$ cat config.mk
export PLATFORM = sky130hd
export DESIGN_NAME = sim_control_flat
export DESIGN_NICKNAME = d
export VERILOG_FILES = /design/src/rtl/sim_control_if.sv /design/src/rtl/sim_control.sv /design/src/flat_wrapper.sv
export SDC_FILE = /design/constraint.sdc
export NUM_CORES = 1
export LEC_CHECK = 0
export CAP_MARGIN = 5
export CORE_UTILIZATION = 45
export DETAILED_ROUTE_END_ITERATION = 6
export PLACE_DENSITY = 0.69
export SETUP_SLACK_MARGIN = 0.2
export SLEW_MARGIN = 40
export SYNTH_ARGS = -nofsm -noshare
export SYNTH_HDL_FRONTEND = slang
export SYNTH_SLANG_ARGS = --single-unit
$ cat constraint.sdc
create_clock -name clk_i -period 3.8 [get_ports clk_i]
set_clock_uncertainty 0.2 [all_clocks]
set_input_delay 0.76 -clock clk_i [delete_from_list [all_inputs] [get_ports clk_i]]
set_output_delay 0.76 -clock clk_i [all_outputs]
set_load 0.01 [all_outputs]
$ cat src/rtl/sim_control_if.sv
// Wishbone classic bus bundle for the sim_control test-control peripheral.
// Signal suffixes are named from the slave's point of view.
interface sim_control_if;
    logic        cyc_i;
    logic        stb_i;
    logic        we_i;
    logic [31:0] adr_i;
    logic [3:0]  sel_i;
    logic [31:0] dat_i;
    logic [31:0] dat_o;
    logic        ack_o;
    logic        err_o;
    logic        rty_o;

    modport slave (
        input  cyc_i, stb_i, we_i, adr_i, sel_i, dat_i,
        output dat_o, ack_o, err_o, rty_o
    );

    modport master (
        output cyc_i, stb_i, we_i, adr_i, sel_i, dat_i,
        input  dat_o, ack_o, err_o, rty_o
    );
endinterface

$ cat src/rtl/sim_control.sv
// Simulation test-control peripheral: signature bounds + HALT register, RAM signature dump.
// Optional watchdog enabled by defining CONTROL_TIMEOUT_EN.
module sim_control #(
    parameter logic [31:0] BASE_ADDRESS        = 32'h3000_0000,
    parameter logic [31:0] MEMORY_BASE_ADDRESS = 32'h2000_0000,
    parameter logic [31:0] MEMORY_SIZE         = 32'h0000_4000,
    parameter int unsigned TIMEOUT_CYCLES      = 200000
) (
    input  logic              clk_i,
    input  logic              rst_i,
    sim_control_if.slave      wb,
    output logic              mem_rd_o,
    output logic [31:0]       mem_adr_o,
    input  logic [31:0]       mem_dat_i,
    output logic              sig_valid_o,
    output logic [31:0]       sig_data_o,
    output logic              done_o,
    output logic              fail_o,
    output logic              timeout_o,
    output logic [2:0]        dbg_state_o
);

    typedef enum logic [2:0] {S_IDLE, S_CHECK, S_REQ, S_WAIT, S_DONE} state_t;

    localparam logic [32:0] MEM_LO = {1'b0, MEMORY_BASE_ADDRESS};
    localparam logic [32:0] MEM_HI = {1'b0, MEMORY_BASE_ADDRESS} + {1'b0, MEMORY_SIZE};

    state_t      state_q, state_d;
    logic        ack_q, err_q;
    logic [31:0] dat_q;
    logic [31:0] sig_begin, sig_end;
    logic [31:0] cur_adr, end_q;
    logic        fail_q;

    // Handshake: a request is cyc & stb with the address in our 32-byte window.
    // ack/err are registered one-cycle pulses; while either is high no new
    // request is taken, so a held strobe is answered every second cycle.
    logic        selected, req, mapped, halt_cmd, bounds_ok;
    logic [1:0]  reg_idx;
    logic [31:0] status, rd_data;

    assign selected = wb.cyc_i & wb.stb_i & (wb.adr_i[31:5] == BASE_ADDRESS[31:5]);
    assign req      = selected & ~ack_q & ~err_q;
    assign mapped   = ~wb.adr_i[4];
    assign reg_idx  = wb.adr_i[3:2];
    assign halt_cmd = req & mapped & wb.we_i & (reg_idx == 2'd2) & wb.sel_i[0] & wb.dat_i[0];

    assign status = {27'd0, timeout_o, fail_q, (state_q == S_DONE),
                     (state_q == S_CHECK) | (state_q == S_REQ) | (state_q == S_WAIT),
                     (state_q != S_IDLE)};

    always_comb begin
        rd_data = 32'd0;
        case (reg_idx)
            2'd0:    rd_data = sig_begin;
            2'd1:    rd_data = sig_end;
            2'd3:    rd_data = status;
            default: rd_data = 32'd0;
        endcase
    end

    function automatic logic [31:0] merge_bytes(input logic [31:0] old_v,
                                                input logic [31:0] new_v,
                                                input logic [3:0]  sel);
        logic [31:0] r;
        r = old_v;
        for (int b = 0; b < 4; b++) begin
            if (sel[b]) r[b*8 +: 8] = new_v[b*8 +: 8];
        end
        return r;
    endfunction

    always_ff @(posedge clk_i or negedge rst_i) begin
        if (!rst_i) begin
            ack_q     <= 1'b0;
            err_q     <= 1'b0;
            dat_q     <= 32'd0;
            sig_begin <= 32'd0;
            sig_end   <= 32'd0;
        end else begin
            ack_q <= req & mapped;
            err_q <= req & ~mapped;
            dat_q <= (req & mapped & ~wb.we_i) ? rd_data : 32'd0;
            if (req & mapped & wb.we_i) begin
                if (reg_idx == 2'd0) sig_begin <= merge_bytes(sig_begin, wb.dat_i, wb.sel_i);
                if (reg_idx == 2'd1) sig_end   <= merge_bytes(sig_end, wb.dat_i, wb.sel_i);
            end
        end
    end

    assign wb.ack_o = ack_q;
    assign wb.err_o = err_q;
    assign wb.dat_o = dat_q;
    assign wb.rty_o = 1'b0;

    // Bounds are judged on the live registers in CHECK, the same values latched there.
    assign bounds_ok = (sig_begin[1:0] == 2'b00) && (sig_end[1:0] == 2'b00) &&
                       ({1'b0, sig_begin} >= MEM_LO) && (sig_begin <= sig_end) &&
                       ({1'b0, sig_end} <= MEM_HI);

    always_ff @(posedge clk_i or negedge rst_i) begin
        if (!rst_i) state_q <= S_IDLE;
        else        state_q <= state_d;
    end

    always_comb begin
        state_d     = state_q;
        mem_rd_o    = 1'b0;
        mem_adr_o   = 32'd0;
        sig_valid_o = 1'b0;
        sig_data_o  = 32'd0;
        case (state_q)
            S_IDLE:  if (halt_cmd) state_d = S_CHECK;
            S_CHECK: begin
                if (!bounds_ok || (sig_begin == sig_end)) state_d = S_DONE;
                else                                      state_d = S_REQ;
            end
            S_REQ: begin
                mem_rd_o  = 1'b1;
                mem_adr_o = cur_adr - MEMORY_BASE_ADDRESS;
                state_d   = S_WAIT;
            end
            S_WAIT: begin
                sig_valid_o = 1'b1;
                sig_data_o  = mem_dat_i;
                state_d     = ((cur_adr + 32'd4) == end_q) ? S_DONE : S_REQ;
            end
            S_DONE:  state_d = S_DONE;
            default: state_d = S_IDLE;
        endcase
    end

    always_ff @(posedge clk_i or negedge rst_i) begin
        if (!rst_i) begin
            cur_adr <= 32'd0;
            end_q   <= 32'd0;
            fail_q  <= 1'b0;
        end else begin
            if (state_q == S_CHECK) begin
                cur_adr <= sig_begin;
                end_q   <= sig_end;
                if (!bounds_ok) fail_q <= 1'b1;
            end
            if (state_q == S_WAIT) cur_adr <= cur_adr + 32'd4;
        end
    end

    assign done_o      = (state_q == S_DONE);
    assign fail_o      = fail_q;
    assign dbg_state_o = state_q;

`ifdef CONTROL_TIMEOUT_EN
    localparam logic [31:0] WD_LIMIT = 32'(TIMEOUT_CYCLES);
    logic [31:0] wd_cnt;

    // Counts idle cycles only and freezes at the limit, keeping timeout_o sticky.
    always_ff @(posedge clk_i or negedge rst_i) begin
        if (!rst_i)                                           wd_cnt <= 32'd0;
        else if ((state_q == S_IDLE) && (wd_cnt != WD_LIMIT)) wd_cnt <= wd_cnt + 32'd1;
    end

    assign timeout_o = (wd_cnt == WD_LIMIT);
`else
    logic [31:0] unused_timeout;
    assign unused_timeout = 32'(TIMEOUT_CYCLES);
    assign timeout_o      = 1'b0;
`endif

    logic unused_adr;
    assign unused_adr = ^wb.adr_i[1:0];

endmodule

$ cat src/flat_wrapper.sv
// flat-port wrapper written by rule: the top's interface ports become plain ports
module sim_control_flat 
#(
    parameter logic [31:0] BASE_ADDRESS        = 32'h3000_0000,
    parameter logic [31:0] MEMORY_BASE_ADDRESS = 32'h2000_0000,
    parameter logic [31:0] MEMORY_SIZE         = 32'h0000_4000,
    parameter int unsigned TIMEOUT_CYCLES      = 200000
)
  (clk_i, rst_i, mem_rd_o, mem_adr_o, mem_dat_i, sig_valid_o, sig_data_o, done_o, fail_o, timeout_o, dbg_state_o, wb_cyc_i, wb_stb_i, wb_we_i, wb_adr_i, wb_sel_i, wb_dat_i, wb_dat_o, wb_ack_o, wb_err_o, wb_rty_o);
  sim_control_if wb_i ();
  input  logic clk_i;
  input  logic rst_i;
  output logic mem_rd_o;
  output logic [31:0] mem_adr_o;
  input  logic [31:0] mem_dat_i;
  output logic sig_valid_o;
  output logic [31:0] sig_data_o;
  output logic done_o;
  output logic fail_o;
  output logic timeout_o;
  output logic [2:0] dbg_state_o;
  input wire logic [$bits(wb_i.cyc_i)-1:0] wb_cyc_i;
  input wire logic [$bits(wb_i.stb_i)-1:0] wb_stb_i;
  input wire logic [$bits(wb_i.we_i)-1:0] wb_we_i;
  input wire logic [$bits(wb_i.adr_i)-1:0] wb_adr_i;
  input wire logic [$bits(wb_i.sel_i)-1:0] wb_sel_i;
  input wire logic [$bits(wb_i.dat_i)-1:0] wb_dat_i;
  output wire logic [$bits(wb_i.dat_o)-1:0] wb_dat_o;
  output wire logic [$bits(wb_i.ack_o)-1:0] wb_ack_o;
  output wire logic [$bits(wb_i.err_o)-1:0] wb_err_o;
  output wire logic [$bits(wb_i.rty_o)-1:0] wb_rty_o;
  assign wb_i.cyc_i = wb_cyc_i;
  assign wb_i.stb_i = wb_stb_i;
  assign wb_i.we_i = wb_we_i;
  assign wb_i.adr_i = wb_adr_i;
  assign wb_i.sel_i = wb_sel_i;
  assign wb_i.dat_i = wb_dat_i;
  assign wb_dat_o = wb_i.dat_o;
  assign wb_ack_o = wb_i.ack_o;
  assign wb_err_o = wb_i.err_o;
  assign wb_rty_o = wb_i.rty_o;
  sim_control #(.BASE_ADDRESS(BASE_ADDRESS), .MEMORY_BASE_ADDRESS(MEMORY_BASE_ADDRESS), .MEMORY_SIZE(MEMORY_SIZE), .TIMEOUT_CYCLES(TIMEOUT_CYCLES)) u_core (.clk_i(clk_i), .rst_i(rst_i), .wb(wb_i), .mem_rd_o(mem_rd_o), .mem_adr_o(mem_adr_o), .mem_dat_i(mem_dat_i), .sig_valid_o(sig_valid_o), .sig_data_o(sig_data_o), .done_o(done_o), .fail_o(fail_o), .timeout_o(timeout_o), .dbg_state_o(dbg_state_o));
endmodule
# ---- Word level (Yosys, flattened, before mapping)
# Cells that the tools add are included.
dict set report totals {
  n_memories 0
  input_bits 105
  rom_bits 0
  register_bits 166
  ramBits 0
  output_inout_bits 107
  latchBits 0
}
dict set report op_classes {
  reduce_logical 21
  shifts 0
  eq_ne 11
  n_addsub 2
  mux 12
  multipliers 0
  order_cmp 3
  bitwise_logic 18
  div_mod_pow 0
}
# op n
set ops {}
lappend ops {{$mux 32} 5}
lappend ops {{$pmux 32 s3} 1}
lappend ops {{$eq 32x32->1} 2}
lappend ops {{$add 32x3->32 const B} 1}
lappend ops {{$ge 32x30->1 const B} 1}
lappend ops {{$le 32x30->1 const B} 1}
lappend ops {{$le 32x32->1} 1}
lappend ops {{$sub 32x30->32 const B} 1}
lappend ops {{$eq 27x25->1 const B} 1}
lappend ops {{$reduce_and 3->1} 8}
lappend ops {{$pmux 3 s5} 1}
lappend ops {{$and 1x1->1} 11}
lappend ops {{$mux 3} 3}
lappend ops {{$eq 3x2->1 const B} 2}
lappend ops {{$logic_not 2->1} 3}
lappend ops {{$not 1->1} 5}
lappend ops {{$eq 2x2->1 const B} 2}
lappend ops {{$logic_and 1x1->1} 4}
lappend ops {{$eq 3x1->1 const B} 1}
lappend ops {{$eq 3x3->1 const B} 1}
lappend ops {{$logic_not 3->1} 1}
lappend ops {{$reduce_bool 3->1} 1}
lappend ops {{$eq 2x1->1 const B} 1}
lappend ops {{$mux 1} 2}
lappend ops {{6 further kinds} 7}

# ---- Depth between registers and ports, before layout
dict set report logic_depth {
  depth_word 11
  mapped_depth 10
}

# ---- Least setup slack after synthesis
# No wires, ideal clock.
dict set report synth_timing {
  path_kind {register -> register}
  from {register u_core.cur_adr[2]}
  to {register u_core.state_q[1], in the netlist u_core.dbg_state_o[1]}
  slack_ns 1.043
  required_time_ns 3.481
  arrival_ns 2.438
  path_stages_with_launch 11
  synth_period_minus_slack_ns 2.757
  cell_sequence {dfrtp_1 -> ha_1 -> and4_1 -> buf_4 -> and4_4 -> nand2_1 -> xnor2_1 -> or4_1 -> nor4_1 -> nand4_1 -> and2_1}
}
dict set report synth_between {
  elab_chain_len 4
}
# element line_no
set synth_rtl {}
lappend synth_rtl {{from (decl)} sim_control.sv:32} ;# logic [31:0] cur_adr, end_q;
lappend synth_rtl {{from (signal assigned)} sim_control.sv:140} ;# cur_adr <= sig_begin;
lappend synth_rtl {{from (signal assigned)} sim_control.sv:144} ;# if (state_q == S_WAIT) cur_adr <= cur_adr + 32'd4;
lappend synth_rtl {{$add 32x3->32} sim_control.sv:126} ;# state_d = ((cur_adr + 32'd4) == end_q) ? S_DONE : S_REQ;
lappend synth_rtl {{$eq 32x32->1} sim_control.sv:126}
lappend synth_rtl {{$mux 3} sim_control.sv:126}
lappend synth_rtl {{$pmux 3 s5} sim_control.sv:112} ;# case (state_q)
lappend synth_rtl {{to (signal assigned)} sim_control.sv:103} ;# else state_q <= state_d;
lappend synth_rtl {{to (decl)} sim_control.sv:28} ;# state_t state_q, state_d;
# No other way between the ends.
# A chain may end at the register's enable or synchronous reset.

# ---- Worst setup path after layout
dict set report layout_timing {
  from {register u_core.state_q[1], in the netlist u_core.dbg_state_o[1]}
  to {output port mem_adr_o[7]}
}
dict set report layout_between {
  elab_chain_len 2
}
# element line_no
set layout_rtl {}
lappend layout_rtl {{$eq 3x2->1} sim_control.sv:112}
lappend layout_rtl {{$mux 32} sim_control.sv:112}
lappend layout_rtl {{to (decl)} flat_wrapper.sv:14} ;# output logic [31:0] mem_adr_o;
# No other way between the ends.

==> run summary <==
Status: completed
First-pass GRT wire length: 43600 um
Reg-to-reg critical path startpoint: u_core.cur_adr[2]
Crit share post-route: 0.919
CTS buffer count: 17
H-tree levels: 4
Total power: 0.00366 W
WP data required: 2.84 ns
Clock-pin slew on the worst setup and hold paths: 0.07 ns
I/O pin count: 212
Simple-Gate Fraction of Synth Area: 0.177
Layout cells sized above 1: 0.149
Die ar.: 21700 um^2
Vias post-DR: 7966
Synth area leaders: dfrtp_1 (44%), mux2_2 (12%), ha_1 (4.6%)
Antenna Cells: 0
Drt first pass iters: 5
Top_reg_cell synth: dfrtp_1
Yosys cell types: 65
Crit path launch type: register
WL per Instance: 19.3 um
Xor/xnor share of the synthesized area: 0.0356
Critical path type: register to output pin
Worst-Margin Slew: 0.687 ns
DRC: 0
Port buffer count: 207
Arrival time at the worst endpoint: 2.53 ns
Placed instance count: 1388
CTS tree: yes
Post-synth top area share: 0.438
Max Cap Viol: 0
RR Endpoint: u_core.dbg_state_o[1]
Fillers: 1775
Main combinational cell family by area after synthesis: simple AND/OR/NAND/NOR gates
Number of flops mapped to enable cells by yosys: 0
Min cycle time layout: 3.49 ns
Hold crit path type: primary input to asynchronous set/reset pin
Pwr dens: 294 nW/um^2
Reg2Reg Depth: 9
Top-count cell post-synth: dfrtp_1
GRT overflow: 0
Sum Neg Setup Slack: 0 ns
Final slew viol count: 0
Die Span X: 147 um
Relative slew margins: 0.541
Yosys synthesis warning count: 0
Register area share after synthesis: 0.438
RSZ-0062 raised after global routing: no
Vias in the first global route: 7887
Starting Density: 0.464
Worst skew pair latency: 0.42 ns
Number of synthesized register bits: 166
Endpoint class of the critical path: output pin
Initial antenna violation count: 0
Syn avg cell area: 10.1 um^2
Leak pwr: 5.59 nW
P&R area growth vs syn: 31.5%
Final HPWL DP: 20100 um
Core box area: 20400 um^2
Largest net degree at the start of global routing: 68
Post-Synthesis Cells: 943
Wirelength, routed: 27500 um
Mapped Area: 9480 um^2
Async S/R FF share, synth: 1.00
Site Rows: 52
Crit path launch: u_core.dbg_state_o[1]
GRT Util Overall: 0.260
Post-CTS Hold Buffers: 0
Hold Vio Cnt, Final: 0
Routability Congestion: 0.844
Synth area leader: dfrtp_1
Synth top cells by count: dfrtp_1 (166), mux2_2 (102), nor2_1 (70), a21oi_1 (69), nand2_1 (45)
Fmax: 286 MHz
Clk sink count: 166
Routed Antenna Nets: 0
Worst vdd rail ir drop: 0.304 mV
Vias per std cell: 5.61
Synth Area in Compound Gates: 0.0990
DR iter-0 viols: 568
Post-synthesis mux area share: 0.160
CP max FO: 17
Hold_ws: 0.122 ns
Setup violators final: 0
R2R Setup Slk: 0.41 ns
# nets final: 1278
Root Buffer: clkbuf_16
Post-Synth Adder-Cell Area: 0.0462
Non-filler instance count after layout: 1421
DIE HEIGHT: 147 um
Clock Tree Buf Depth: 2
==> through the flow <==
| stage | utilization | setup slack [ns] | cell area [um^2] |
|---|---|---|---|
| after global placement | 0.581 | 0.282 | 11900 |
| final | 0.610 | 0.309 | 12500 |
| after global routing | 0.610 | 0.236 | 12500 |
| after detailed placement | 0.581 | 0.202 | 11900 |
| after floorplan | - | 1.04 | 9490 |
| after CTS | 0.610 | 0.307 | 12500 |
==> sequential cells by signal, indices dropped and copies added, names as in the netlist <==
signal,cells
u_core.sig_begin,32
u_core.wb.err_o,1
u_core.wb.dat_o,32
u_core.fail_o,1
u_core.sig_end,32
u_core.dbg_state_o,3
u_core.cur_adr,32
u_core.end_q,32
u_core.wb.ack_o,1
==> logic make-up after synthesis <==
| group | Yosys count |
|---|---|
| adders and majority gates | 35 |
| and+or+nand+nor | 307 |
| AOI/OAI and AO/OA | 160 |
| DFF | 166 |
| xor gates and xnor gates | 37 |
| other | 1 |
| muxes | 139 |
| buffers and inverters | 98 |
==> worst max path at each step <==
stage                                       end  slack [ns]
after detailed placement   u_core.sig_begin[22]        0.20
after global routing               mem_adr_o[8]        0.24
after floorplan           u_core.dbg_state_o[1]        1.04
after global placement     u_core.sig_begin[21]        0.28
final                              mem_adr_o[7]        0.31
after CTS                          mem_adr_o[3]        0.31
==> critical path: stages (launching register included) <==
cell and delay, ns:
dfrtp_2 0.35, inv_1 0.05, or3_1 0.61, clkinvlp_4 0.22
buf_12 0.15, and2_1 0.18, clkdlybuf4s50_1 0.55
==> layout by cell type (no fill, tap or decap), types with 21 or more instances in the layout <==
master,Yosys,routed
dfrtp_1,166,165
ha_1,35,35
o21ai_0,32,32
inv_1,40,39
and3_1,36,36
mux2i_1,37,37
buf_4,5,22
a21oi_1,69,69
nor2_1,70,69
nand2_1,45,45
nand4_1,21,21
clkdlybuf4s50_1,0,205
nand3_1,21,21
xnor2_1,22,22
and2_1,41,41
mux2_2,102,102
==> where the power goes <==
group	switching (W)	leakage, nW	internal, W
Combinational	0.0000707	3.00	0.000105
Sequential	0.00000000000697	2.32	0.00177
Clock	0.000722	0.269	0.000995
Total	0.000793	5.59	0.00287
==> layout make-up <==
class / instances / area, um^2 / area share
Multi-Input combinational cell: 680 / 4930 / 0.396
Tap cell: 270 / 338 / 0.0271
Timing Repair Buffer: 233 / 2310 / 0.186
Clock buffer: 23 / 458 / 0.0367
Inverter: 40 / 154 / 0.0123
Clock inverter: 9 / 118 / 0.00943
Sequential cell: 166 / 4160 / 0.333
==> timing repair <==
item	in CTS	in global routing
resized for setup	1	2
gates cloned	0	0
pin swaps	0	0
setup buffers	1	0
setup endpoints to repair	17	2
hold endpoints to repair	0	0
==> metal layers <==
layer,part of all wire,global-route usage
met1,0.44,0.345
met2,0.49,0.438
met3,0.056,0.0500
met4,0.013,0.0567
met5,0,0
No activity file was read; power rests on OpenSTA's default activity.
